$ cat config.mk
export PLATFORM = sky130hd
export DESIGN_NAME = operand_mux_stage
export DESIGN_NICKNAME = d
export VERILOG_FILES = /design/src/rtl/operand_mux_stage.sv
export SDC_FILE = /design/constraint.sdc
export NUM_CORES = 1
export LEC_CHECK = 0
export ABC_AREA = 1
export CORE_MARGIN = 5
export CORE_UTILIZATION = 35
export CTS_CLUSTER_DIAMETER = 30
export DETAILED_ROUTE_END_ITERATION = 10
export GPL_ROUTABILITY_DRIVEN = 0
export PLACE_DENSITY = 0.61
export SYNTH_ARGS = -nofsm -noshare
export SYNTH_HDL_FRONTEND = slang
export SYNTH_SLANG_ARGS = --single-unit
$ cat constraint.sdc
create_clock -name clk -period 2.85 [get_ports clk]
set_clock_uncertainty 0.15 [all_clocks]
set_input_delay 0.57 -clock clk [delete_from_list [all_inputs] [get_ports clk]]
set_output_delay 0.57 -clock clk [all_outputs]
set_load 0.05 [all_outputs]
$ cat src/rtl/operand_mux_stage.sv
`default_nettype none
// ============================================================================
//  Module   : operand_mux_stage
//  Purpose  : Selects one of NUM_IN packed input words and passes it through
//             a two-entry (main + skid) elastic stage with valid/ready
//             handshakes on both sides. Selectors beyond the last input fall
//             back to the last input and raise a sticky error flag.
//  Ports    : clk, rst        - clock, synchronous active-high reset
//             in_data         - NUM_IN packed words, word k at [k*WIDTH +: WIDTH]
//             in_sel          - index of the word to capture
//             in_valid/ready  - upstream handshake (in_ready is registered)
//             flush           - drop every held word and any offered word
//             out_data/valid  - head of the stage
//             out_ready       - downstream accepts out_data
//             sel_err         - sticky: an out-of-range selector was accepted
//  Revision : 1.0 - initial release
// ============================================================================
module operand_mux_stage #(
    parameter int unsigned WIDTH  = 32,
    parameter int unsigned NUM_IN = 3,
    parameter int unsigned SEL_W  = 2
) (
    input  logic                    clk,
    input  logic                    rst,
    input  logic [NUM_IN*WIDTH-1:0] in_data,
    input  logic [SEL_W-1:0]        in_sel,
    input  logic                    in_valid,
    output logic                    in_ready,
    input  logic                    flush,
    output logic [WIDTH-1:0]        out_data,
    output logic                    out_valid,
    input  logic                    out_ready,
    output logic                    sel_err
);

    localparam int unsigned c_LAST_IDX = NUM_IN - 1;

    typedef enum logic [1:0] {
        S_EMPTY = 2'd0,
        S_ONE   = 2'd1,
        S_FULL  = 2'd2
    } state_t;

    state_t             r_state;
    logic [WIDTH-1:0]   r_main_data;
    logic [WIDTH-1:0]   r_skid_data;
    logic               r_out_valid;
    logic               r_in_ready;
    logic               r_sel_err;

    logic [WIDTH-1:0]   w_sel_word;
    logic               w_sel_oob;
    logic               w_xfer_in;
    logic               w_xfer_out;

    // Out-of-range selectors resolve to the last input. When NUM_IN equals
    // 2**SEL_W the comparison can never be true, so sel_err stays clear.
    assign w_sel_oob = (32'(in_sel) >= NUM_IN);

    always_comb begin
        w_sel_word = in_data[c_LAST_IDX*WIDTH +: WIDTH];
        for (int unsigned k = 0; k < c_LAST_IDX; k++) begin
            if (32'(in_sel) == k) begin
                w_sel_word = in_data[k*WIDTH +: WIDTH];
            end
        end
    end

    assign w_xfer_in  = in_valid & r_in_ready;
    assign w_xfer_out = r_out_valid & out_ready;

    // Single state machine; out_valid and in_ready are registered alongside
    // the state so in_ready never depends combinationally on out_ready.
    always_ff @(posedge clk) begin
        if (rst) begin
            r_state     <= S_EMPTY;
            r_main_data <= '0;
            r_skid_data <= '0;
            r_out_valid <= 1'b0;
            r_in_ready  <= 1'b1;
            r_sel_err   <= 1'b0;
        end else if (flush) begin
            // Flush beats any same-cycle transfer; sel_err keeps its value
            // and is not updated by the dropped offer.
            r_state     <= S_EMPTY;
            r_out_valid <= 1'b0;
            r_in_ready  <= 1'b1;
        end else begin
            if (w_xfer_in && w_sel_oob) begin
                r_sel_err <= 1'b1;
            end
            case (r_state)
                S_EMPTY: begin
                    if (w_xfer_in) begin
                        r_main_data <= w_sel_word;
                        r_state     <= S_ONE;
                        r_out_valid <= 1'b1;
                        r_in_ready  <= 1'b1;
                    end
                end
                S_ONE: begin
                    if (w_xfer_in && w_xfer_out) begin
                        // Head drains while the new word lands behind it.
                        r_main_data <= w_sel_word;
                    end else if (w_xfer_in) begin
                        r_skid_data <= w_sel_word;
                        r_state     <= S_FULL;
                        r_in_ready  <= 1'b0;
                    end else if (w_xfer_out) begin
                        r_state     <= S_EMPTY;
                        r_out_valid <= 1'b0;
                    end
                end
                S_FULL: begin
                    if (w_xfer_out) begin
                        r_main_data <= r_skid_data;
                        r_state     <= S_ONE;
                        r_in_ready  <= 1'b1;
                    end
                end
                default: begin
                    r_state     <= S_EMPTY;
                    r_out_valid <= 1'b0;
                    r_in_ready  <= 1'b1;
                end
            endcase
        end
    end

    assign out_data  = r_main_data;
    assign out_valid = r_out_valid;
    assign in_ready  = r_in_ready;
    assign sel_err   = r_sel_err;

endmodule
`default_nettype wire

# --- After elaboration in Yosys (flattened, before gate mapping) ---
# Index checks and enable logic that the tools add are counted.
# W data, S select, Z words.
totals:
  regBits: 69
  in_bits: 103
  out_inout_bits: 35
  word_cells: 56
op_classes:
  n_lt_le_gt_ge: 1
  n_eq_ne: 11
  n_mux: 21
  n_bitwise: 5
  reduce_logical: 12
op_table:
  columns: ["cell", "count"]
  rows:
  - ["$mux W32", 5]
  - ["$pmux W32 S3", 1]
  - ["$ne A2 B2 Y1 const B", 7]
  - ["$reduce_and A4 Y1", 3]
  - ["$mux W2", 5]
  - ["$reduce_and A5 Y1", 2]
  - ["$mux W1", 7]
  - ["$pmux W1 S3", 2]
  - ["$pmux W2 S3", 1]
  - ["$eq A2 B1 Y1 const B", 2]
  - ["$logic_not A2 Y1", 2]
  - ["$ne A3 B3 Y1 const B", 1]
  - ["$not A1 Y1", 3]
  - ["$reduce_bool A3 Y1", 1]
  - ["$and A1 B1 Y1", 2]
  - ["$eq A2 B2 Y1 const B", 1]
  - ["$ge A2 B2 Y1 const B", 1]
  - ["$logic_and A1 B1 Y1", 2]
  - ["$reduce_and A2 Y1", 1]
  - ["$reduce_or A2 Y1", 1]

# --- Logic depth before layout (Yosys ltp) ---
# Gate-level depths: netlist of run 1.
logic_depth:
  ltp_word: 5
  mapped_depth: 9
  mapped_depth_nobuf: 8

# --- Worst setup path after synthesis of run 1 ---
# OpenSTA, ideal clock, no wires.
synth_timing:
  path_type: "flip-flop to flip-flop"
  startpoint: "register r_in_ready, in the netlist in_ready"
  endpoint: "register r_main_data[0], in the netlist out_data[0]"
  setup_ps: 113
  arrival_time_ps: 1565
  t_required_ps: 2587
  slack_ps: 1023
  stages_incl_launch_ff: 9
  path_buffers: 1
  synth_period_minus_slack_ps: 1827
  path_cell_list: "dfxtp_1 -> nand2_1 -> inv_1 -> nand3_1 -> nand2_1 -> buf_2 -> nand3_1 -> nor2_1 -> nor2_1"
synth_via:
  elab_chain_cells: 4
  elab_cells_between_ends: 5
  classes_between: "eq/ne: 2; bitwise: 1; reduce/logical: 2"
synth_lines:
  columns: ["item", "line_no", "text"]
  rows:
  - ["from (decl)", "48", "logic r_in_ready;"]
  - ["from (signal assigned)", "80", "r_in_ready <= 1'b1;"]
  - ["from (signal assigned)", "87", "r_in_ready <= 1'b1;"]
  - ["from (signal assigned)", "98", "r_in_ready <= 1'b1;"]
  - ["$and A1 B1 Y1 *", "69", "assign w_xfer_in = in_valid & r_in_ready;"]
  - ["$logic_and A1 B1 Y1", "102", "if (w_xfer_in && w_xfer_out) begin"]
  - ["$ne A2 B2 Y1 (no line)", null, null]
  - ["$reduce_and A5 Y1 (no line) *", null, null]
  - ["to (signal assigned)", "95", "r_main_data <= w_sel_word;"]
  - ["to (signal assigned)", "104", "r_main_data <= w_sel_word;"]
  - ["to (signal assigned)", "116", "r_main_data <= r_skid_data;"]
  - ["to (decl)", "45", "logic [WIDTH-1:0] r_main_data;"]
# Every way passes the cells marked *; elsewhere a longest branch is shown, timed or not.
# A chain may end at the register's enable or synchronous reset.

# --- Worst setup path in the final report of run 1 ---
layout_timing:
  startpoint: "input port out_ready"
  endpoint: "register r_main_data[17], in the netlist out_data[17]"
layout_via:
  elab_chain_cells: 4
  elab_cells_between_ends: 5
  classes_between: "eq/ne: 2; bitwise: 1; reduce/logical: 2"
layout_lines:
  columns: ["item", "line_no", "text"]
  rows:
  - ["from (decl)", "32", "input logic out_ready,"]
  - ["$and A1 B1 Y1 *", "70", "assign w_xfer_out = r_out_valid & out_ready;"]
  - ["$logic_and A1 B1 Y1", "102", null]
  - ["$ne A2 B2 Y1 (no line)", null, null]
  - ["$reduce_and A5 Y1 (no line) *", null, null]
# Marks and branches as above.

==> results_dict.tcl, run 1 <==
set metrics [dict create \
    area_growth_syn_to_layout_pct 43.52 \
    clock_latency_ps 340 \
    vias 4208 \
    routed_wl_mm 11.62 \
    synth.distinct_cells 20 \
    startpoint "out_ready" \
    fin_nets 893 \
    reg2reg_depth 8 \
    rows 38 \
    clk_pin_slew_ps 70 \
    synthCells 664 \
    grt.overflow.total 0 \
    hp-class "flip-flop to flip-flop" \
    post_cts_buffers 0 \
    critPathMostFrequentCell "nand2_1" \
    maxCapViolations 0 \
    drive_gt1_share_pct 4.792 \
    finalCriticalPeriod_ps 2252 \
    multiInputGateArea_um2 1971 \
    core_um2 10790 \
    grt_pass1_vias 4044 \
    grt_pass1_wl_mm 18.84 \
    antenna_found_initial 0 \
    cts_sinks 69 \
    syn_area_um2 3830 \
    finalHoldViolCount 0 \
    wl_per_cell_um 12.46 \
    yosys_warnings 0 \
    slew_headroom_pct 24.35 \
    critPathMaxFanout 32 \
    drc_errors 0 \
    max_freq_mhz 444.0 \
    fin_hold_ws_ps 300.3 \
    vdd_ir_drop_max_uv 179.7 \
    criticalPathCategory "primary input to flip-flop" \
    clk_path_buf_depth 2 \
    nFillCells 1108 \
    worstMarginPinSlew_ps 1133 \
    path_cells "clkdlybuf4s50_1 -> nand2_1 -> nand3_1 -> nand2_1 -> nor2_4 -> nand2_2 -> nand2_1 -> nand2_1 -> nor2_1" \
    register_area_um2 1381 \
    firstDrtPassIters 4 \
    setup_viol 0 \
    final_antenna_net_count 0 \
    max_stage_delay_ps 460 \
    rsz0062_at_grt "false" \
    die_area_um2 13130 \
    finalSetupTns_ps 0 \
    htreeDepth 3 \
    cts_resized 0 \
    cts-hold-fix-buffers 0 \
    via_per_inst 4.510 \
    syn_nets 767 \
    drv_slew 0 \
    post-route-period-util_pct 79.02 \
    p_total_uw 2494 \
    drt-initial-drc-count 215 \
    cts_tree "yes" \
    grt_max_degree 65 \
    track_usage_pct 17.58 \
    most-common-layout-cells "nand2_1, clkdlybuf4s50_1, nor2_1, inv_1, dfxtp_1" \
    critPathArrivalTime_ps 2380 \
    end_kind "flip-flop" \
    avgSynthCellArea_um2 5.768 \
    numCtsBuffers 9 \
    ioPinCount 138 \
    leakage_uw 0.002592 \
    final_common_cell "nand2_1" \
    r2r-end "out_data[17]" \
    ys_seq_area_share_pct 36.07 \
    status "complete, no violations" \
    yosys_register_bits 69 \
    crit_slowest_cell "nand2_2" \
    dieWidth_um 114.6 \
    initial_core_util_pct 35.49 \
    r2r_slack_ps 830 \
    die-height_um 114.6 \
    hpwlAfterDp_mm 8.197 \
    r2r_start "r_state[0]" \
    io_buffers 137 \
    cp-endpoint "out_data[17]" \
    cp_data_required_time_ps 2980 \
    power_density_nw_per_um2 453.8 \
    root_buffer "clkbuf_8" \
    diodes 0 \
    critPathLaunchType "primary input" \
]
## layout make-up
class | count | share of cell area [%]
clock buffers | 13 | 3.255
clock inverters | 1 | 0.09105
inverters | 77 | 5.258
multi-input cells | 481 | 35.85
flip-flops and latches | 69 | 25.13
well taps | 140 | 3.187
repair buffers | 152 | 27.23
## state kept, by name, indices dropped and copies added (netlist names)
name         count
sel_err          1
r_skid_data     32
out_valid        1
out_data        32
in_ready         1
r_state          2
## logic make-up after synthesis
logic type	Yosys count	synth area share [%]
and+or+nand+nor	444	46.49
buffers and inverters	114	12.61
DFF	69	36.07
AOI/OAI and AO/OA	37	4.835
## critical path: cells and delay by family
kind                   cells  cell delay, ps
and+or+nand+nor            8            1360
buffers and inverters      1             450
## metrics by stage
step | instances | setup slack (ps) | instance area [um2] | utilization [%]
2_1_floorplan | 664 | 1023 | 3830 | -
3_3_place_gp | 919 | 307.0 | 5313 | 49.22
5_1_grt | 933 | 330.7 | 5497 | 50.93
6_report | 933 | 598.0 | 5497 | 50.93
3_5_place_dp | 919 | 222.7 | 5313 | 49.22
4_1_cts | 933 | 575.7 | 5497 | 50.93
## synth_stat cells, drive strengths merged
| library cell | n | area [um2] |
|---|---|---|
| dfxtp | 69 | 1381 |
| nand2 | 236 | 888.4 |
| a21oi | 3 | 15.01 |
| buf | 24 | 145.1 |
| clkbuf | 13 | 48.80 |
| nand4 | 1 | 6.260 |
| nor3 | 1 | 5.000 |
| inv | 76 | 285.3 |
| nor2 | 138 | 535.5 |
| o21ai | 34 | 170.2 |
| clkinv | 1 | 3.750 |
| nand3 | 68 | 345.3 |
## report_power, final
group / total [uW] / switching [uW] / internal (uW) / leakage (uW)
combinational: 700 / 403 / 298 / 0.00193
sequential: 1040 / 27.3 / 1020 / 0.000564
clock: 749 / 348 / 401 / 0.0000974
total: 2490 / 778 / 1720 / 0.00259
## worst min path at each step
stage	slack, ps	startpoint	depth (start not counted)	to
floorplan	300	r_skid_data[4]	2	r_skid_data[4]
global placement	290	sel_err	2	sel_err
detailed placement	290	sel_err	2	sel_err
CTS	300	sel_err	2	sel_err
global route	340	sel_err	2	sel_err
finish	300	sel_err	2	sel_err
## layer usage
metal	global-route usage (%)	part of all wire [%]	up-vias
met2	30.81	49	97
met5	0	0	-
li1	-	-	2241
met4	2.850	0.64	0
met1	21.58	44	1862
met3	5.233	6.3	8
No activity file was read; power rests on OpenSTA's default activity.
==> run 2: changes to the inputs <==
--- a/config.mk
+++ b/config.mk
@@ -11,7 +11,7 @@
 export CTS_CLUSTER_DIAMETER = 30
 export DETAILED_ROUTE_END_ITERATION = 10
 export GPL_ROUTABILITY_DRIVEN = 0
-export PLACE_DENSITY = 0.61
+export PLACE_DENSITY = 0.64
 export SYNTH_ARGS = -nofsm -noshare
 export SYNTH_HDL_FRONTEND = slang
 export SYNTH_SLANG_ARGS = --single-unit
==> constraint.sdc (replaced) <==
create_clock -name clk -period 2.05 [get_ports clk]
set_clock_uncertainty 0.15 [all_clocks]
set_input_delay 0.41 -clock clk [delete_from_list [all_inputs] [get_ports clk]]
set_output_delay 0.41 -clock clk [all_outputs]
set_load 0.05 [all_outputs]
==> run 2 against run 1 <==
  * Combinational power rose by 42%
  * Flip-flop and latch count stayed put
  * Sequential share of layout area fell by 0.45 points
  * Critical path depth down 8
  * Highest routed layer unchanged
  * Count of clock-buffer cells in the layout down 4
  * Worst setup slack worse by 320 ps
  * Global-route usage grew 1.1 points
  * Sequential power is 39% higher
  * Cell area is 1.8% higher
  * Critical endpoint is now out_data[29]
  * Via count is 3.0% higher
  * Register-to-register slack lost 510 ps
==> results_dict.tcl, run 2 (synthesis gave the netlist of run 1 again) <==
set metrics [dict create \
    cp_data_required_time_ps 1490 \
    grt_pass1_vias 4193 \
    finalSetupTns_ps 0 \
    grt.overflow.total 0 \
    p_sw_share_pct 31.89 \
    htreeDepth 3 \
    max_freq_mhz 565.4 \
    p_int_uw 2384 \
    dp_worst_setup_slack_ps -10.03 \
    critPathLaunchType "flip-flop" \
    drc_errors 0 \
    hpwlAfterDp_mm 8.988 \
    cts_tree "yes" \
    rsz0062_at_grt "false" \
    drt-initial-drc-count 154 \
    power_density_nw_per_um2 625.4 \
    critPathBufInv 1 \
    clkPwrFrac_pct 30.0 \
    final_common_cell "nand2_1" \
    fin_nets 905 \
    critPathArrivalTime_ps 1210 \
    cts_sinks 69 \
    rows 38 \
    worstMarginPinSlew_ps 511.6 \
    wl_per_cell_um 13.01 \
    vias 4334 \
    track_usage_pct 18.65 \
    root_buffer "clkbuf_8" \
    slew_headroom_pct 66.03 \
    numCtsBuffers 9 \
    path_cells "dlygate4sd2_1" \
    clk_path_buf_depth 2 \
    max_stage_delay_ps 540 \
    ioPinCount 138 \
    fin_ws_ps 281.2 \
    die-height_um 114.6 \
    end_kind "output pin" \
    maxCapViolations 0 \
    clk_pin_slew_ps 70 \
    finalCriticalPeriod_ps 1769 \
    dieWidth_um 114.6 \
    vdd_ir_drop_max_uv 321.8 \
    grt_max_degree 33 \
    leakage_uw 0.002770 \
    power_frac_seq_pct 41.6 \
    post_cts_buffers 0 \
    p_switching_uw 1116 \
    grt_pass1_wl_mm 19.67 \
    most-common-layout-cells "nand2_1, nor2_1, clkdlybuf4s50_1, inv_1, dfxtp_1" \
    drive_gt1_share_pct 9.926 \
    die_area_um2 13130 \
    routed_wl_mm 12.30 \
    hp-class "flip-flop to flip-flop" \
    crit_family "buffers and inverters" \
    io_buffers 137 \
    fin_cells 946 \
    diodes 0 \
    clock_latency_ps 340 \
    drv_slew 0 \
    criticalPathCategory "flip-flop to output pin" \
    crit_slowest_cell "dlygate4sd2_1" \
    post-route-period-util_pct 86.28 \
    status "complete, no violations" \
    finalHoldViolCount 0 \
    via_per_inst 4.581 \
    initial_core_util_pct 35.49 \
    dp_cells 931 \
    combPwrFrac_pct 28.4 \
    antenna_found_initial 0 \
    setup_viol 0 \
    area_growth_syn_to_layout_pct 46.13 \
    critPathMaxFanout 2 \
    core_um2 10790 \
    firstDrtPassIters 4 \
    final_antenna_net_count 0 \
]
==> run 2: cell types whose count changed in the layout (fill, tap and decap cells not counted) <==
cell	before	now
clkbuf_8	13	9
buf_12	1	8
dlymetal6s2s_1	0	2
dlygate4sd2_1	0	4
clkdlybuf4s50_1	137	102
bufinv_16	0	1
clkinv_2	1	5
buf_4	14	48
==> run 2: stage by stage <==
step	total power, uW	utilization [%]	cell area [um2]	hold slack, ps
finish	3500	51.85	5597	307.5
global route	3697	51.85	5597	339.4
CTS	3537	51.81	5592	310.4
detailed placement	2484	50.20	5418	301.8
global placement	2474	50.20	5418	289.6
floorplan	2054	-	3830	304.9
==> run 2: layout make-up <==
type / instances / area (um2)
Clock buffer: 9 / 123.9
Clock inverter: 6 / 55.05
Fill cell: 1087 / 5196
Inverter: 77 / 289.0
Timing Repair Buffer: 164 / 1602
Tap cell: 140 / 175.2
Multi-Input combinational cell: 481 / 1971
Sequential cell: 69 / 1381
==> run 2: routing by layer <==
layer | part of all wire [%] | global-route usage (%) | up-vias
met4 | 1.7 | 6.809 | 0
met5 | 0 | 0 | -
li1 | - | - | 2273
met2 | 50 | 32.83 | 119
met1 | 43 | 22.98 | 1927
met3 | 5.7 | 2.696 | 15
==> run 2: final timing paths <==
path / from / to / slack (ps) / cells after the start
min reg2reg: sel_err / sel_err / 310 / 2
min: sel_err / sel_err / 310 / 2
max reg2reg: r_state[1] / out_data[20] / 320 / 8
max: out_data[29] / out_data[29] / 280 / 1
==> run 2: power groups by stage <==
stage / Combinational (uW) / Clock, uW / Sequential (uW)
floorplan: 376 / 0 / 1680
CTS: 1000 / 1080 / 1460
global route: 1090 / 1140 / 1460
global placement: 991 / 0 / 1480
detailed placement: 999 / 0 / 1490
finish: 994 / 1050 / 1450
==> run 2: what timing repair did <==
item | 4_1_cts | 5_1_grt
gates cloned | 0 | 0
hold buffers | 0 | 0
endpoints found under the hold margin | 0 | 0
gates resized for setup | 4 | 2
setup endpoints to repair | 4 | 2
==> run 3: changes to the inputs <==
--- a/config.mk
+++ b/config.mk
@@ -5,13 +5,12 @@
 export SDC_FILE = /design/constraint.sdc
 export NUM_CORES = 1
 export LEC_CHECK = 0
-export ABC_AREA = 1
 export CORE_MARGIN = 5
 export CORE_UTILIZATION = 35
 export CTS_CLUSTER_DIAMETER = 30
 export DETAILED_ROUTE_END_ITERATION = 10
 export GPL_ROUTABILITY_DRIVEN = 0
-export PLACE_DENSITY = 0.64
+export PLACE_DENSITY = 0.65
 export SYNTH_ARGS = -nofsm -noshare
 export SYNTH_HDL_FRONTEND = slang
 export SYNTH_SLANG_ARGS = --single-unit
==> run 3 against run 2 <==
  * Flip-flop and latch count is the same
  * Fmax shrank 10%
  * Critical endpoint is now out_data[25]
  * Power shrank 6.8%
  * Highest routed layer unchanged
  * Count of clock-buffer cells in the layout grew 3
  * Critical path depth grew 5
==> results_dict.tcl, run 3 <==
set metrics [dict create \
    synthCells 423 \
    clock_latency_ps 320 \
    dieWidth_um 111.9 \
    r2r-end "out_data[25]" \
    criticalPathCategory "primary input to flip-flop" \
    post_cts_buffers 0 \
    yosys_warnings 0 \
    critPathArrivalTime_ps 2050 \
    firstDrtPassIters 5 \
    whs_path_depth 2 \
    numCtsBuffers 9 \
    cts_sinks 69 \
    cts_resized 0 \
    reg2reg_depth 5 \
    status "complete, no violations" \
    synth_enable_flop_cells 0 \
    final_antenna_net_count 0 \
    root_buffer "clkbuf_8" \
    synth.most_common_cell "nand2_1" \
    setup_viol 0 \
    syn_area_um2 3637 \
    drt-initial-drc-count 91 \
    max_stage_delay_ps 570 \
    crit_slowest_cell "clkdlybuf4s50_1" \
    fin_nets 659 \
    diodes 0 \
    register_area_um2 1381 \
    leakage_uw 0.002378 \
    r2r_start "r_state[0]" \
    fin_area_um2 5305 \
    finalCriticalPeriod_ps 1966 \
    rows 37 \
    max_freq_mhz 508.7 \
    rsz0062_at_grt "false" \
    power_density_nw_per_um2 614.7 \
    synth-async-reset-ratio_pct 0 \
    most-common-layout-cells "nand2_1, clkdlybuf4s50_1, nor2_1, dfxtp_1, mux2i_1" \
    clk_path_buf_depth 2 \
    synth_top_area_share_pct 37.98 \
    yosys_most_used_dff "dfxtp_1" \
    slew_headroom_pct 65.24 \
    synth_largest_area_cell "dfxtp_1" \
    wl_per_cell_um 14.10 \
    track_usage_pct 15.60 \
    critPathMaxFanout 38 \
    cts_tree "yes" \
    grt.overflow.total 0 \
    ys_seq_area_share_pct 37.98 \
    drive_gt1_share_pct 17.35 \
    area_growth_syn_to_layout_pct 45.85 \
    min_from "r_skid_data[24]" \
    grt_max_degree 66 \
    nFillCells 968 \
    holdPathEnd "out_data[24]" \
    die_area_um2 12530 \
    routed_wl_mm 9.798 \
    cp_data_required_time_ps 2130 \
    syn_nets 526 \
    htreeDepth 3 \
    path_cells "clkdlybuf4s50_1 -> a21boi_4 -> o32ai_4 -> buf_12 -> nor2_1 -> a311oi_2" \
    critPathLaunchType "primary input" \
    avgSynthCellArea_um2 8.599 \
    core_um2 10230 \
    cts-hold-fix-buffers 0 \
    finalHoldViolCount 0 \
    r2r_slack_ps 280 \
    multiInputGateArea_um2 2069 \
    worstMarginPinSlew_ps 520.5 \
    dpl_cell_area_um2 5127 \
    drc_errors 0 \
    p_total_uw 3261 \
    yosys-top-cells-count "nand2_1, dfxtp_1, nor2_1" \
    synth.distinct_cells 23 \
    initial_core_util_pct 35.55 \
    die-height_um 111.9 \
    drv_slew 0 \
    yosys_register_bits 69 \
    maxCapViolations 0 \
    synth_area_leaders "dfxtp_1, mux2i_1, a311oi_2" \
    hpwlAfterDp_mm 7.215 \
    grt_pass1_vias 3522 \
    via_per_inst 4.813 \
    vias 3345 \
    grt_pass1_wl_mm 16.39 \
    vdd_ir_drop_max_uv 331.3 \
    ioPinCount 138 \
    hp-class "flip-flop to flip-flop" \
    clk_pin_slew_ps 70 \
    post-route-period-util_pct 95.89 \
    antenna_found_initial 0 \
    io_buffers 137 \
    end_kind "flip-flop" \
]
==> run 3: worst max-delay path: cells and delay by family <==
family / cells / cell delay [ps]
buffers and inverters: 2 / 830
AOI/OAI and AO/OA: 3 / 710
and+or+nand+nor: 1 / 80
==> run 3: metrics by stage <==
step / worst slack, ps / cells / hold WS [ps] / util, % / setup TNS [ps]
after CTS: 0.9961 / 695 / 326.1 / 51.73 / 0
after detailed placement: -256.7 / 681 / 322.4 / 50.12 / -10440
after global placement: -174.6 / 681 / 305.1 / 50.12 / -8119
after floorplan: 56.81 / 423 / 308.4 / - / 0
final: 84.19 / 695 / 322.1 / 51.85 / 0
after global routing: 2.510 / 695 / 357.6 / 51.85 / 0
==> run 3: metal layers <==
layer | global-route usage [%] | share of wire [%] | vias up
li1 | - | - | 1726
met1 | 18.35 | 44 | 1527
met2 | 27.42 | 49 | 81
met3 | 4.239 | 5.4 | 11
met4 | 5.208 | 1.3 | 0
met5 | 0 | 0 | -
==> run 3: how the worst max path moves through the flow <==
| stage | end | from | slack [ps] | depth (start not counted) |
|---|---|---|---|---|
| 6_report | out_data[25] | out_ready | 80 | 6 |
| 2_1_floorplan | out_data[0] | out_valid | 60 | 5 |
| 3_3_place_gp | out_data[25] | out_ready | -170 | 6 |
| 4_1_cts | out_data[29] | out_data[29] | 1 | 1 |
| 5_1_grt | out_data[24] | out_ready | 3 | 6 |
| 3_5_place_dp | out_data[25] | out_ready | -260 | 6 |
==> run 3: layout make-up <==
type                    instances  share of cell area, %
clock buffers                  12                  2.925
clock inverters                 2                 0.1887
multi-input cells             319                  39.01
flip-flops and latches         69                  26.04
well taps                     136                  3.208
repair buffers                157                  28.63
==> run 3: power by group <==
part	switching, uW	internal [uW]
clock	465	489
sequential	35.4	1400
combinational	463	409
total	963	2300
==> run 3: kinds of logic (layout without fill, tap and decap cells) <==
kind of cell | Yosys count | count (layout) | synth area share, %
DFF | 69 | 69 | 37.98
buffers and inverters | 35 | 171 | 5.194
muxes | 65 | 65 | 17.89
and+or+nand+nor | 181 | 181 | 19.68
AOI/OAI and AO/OA | 73 | 73 | 19.26
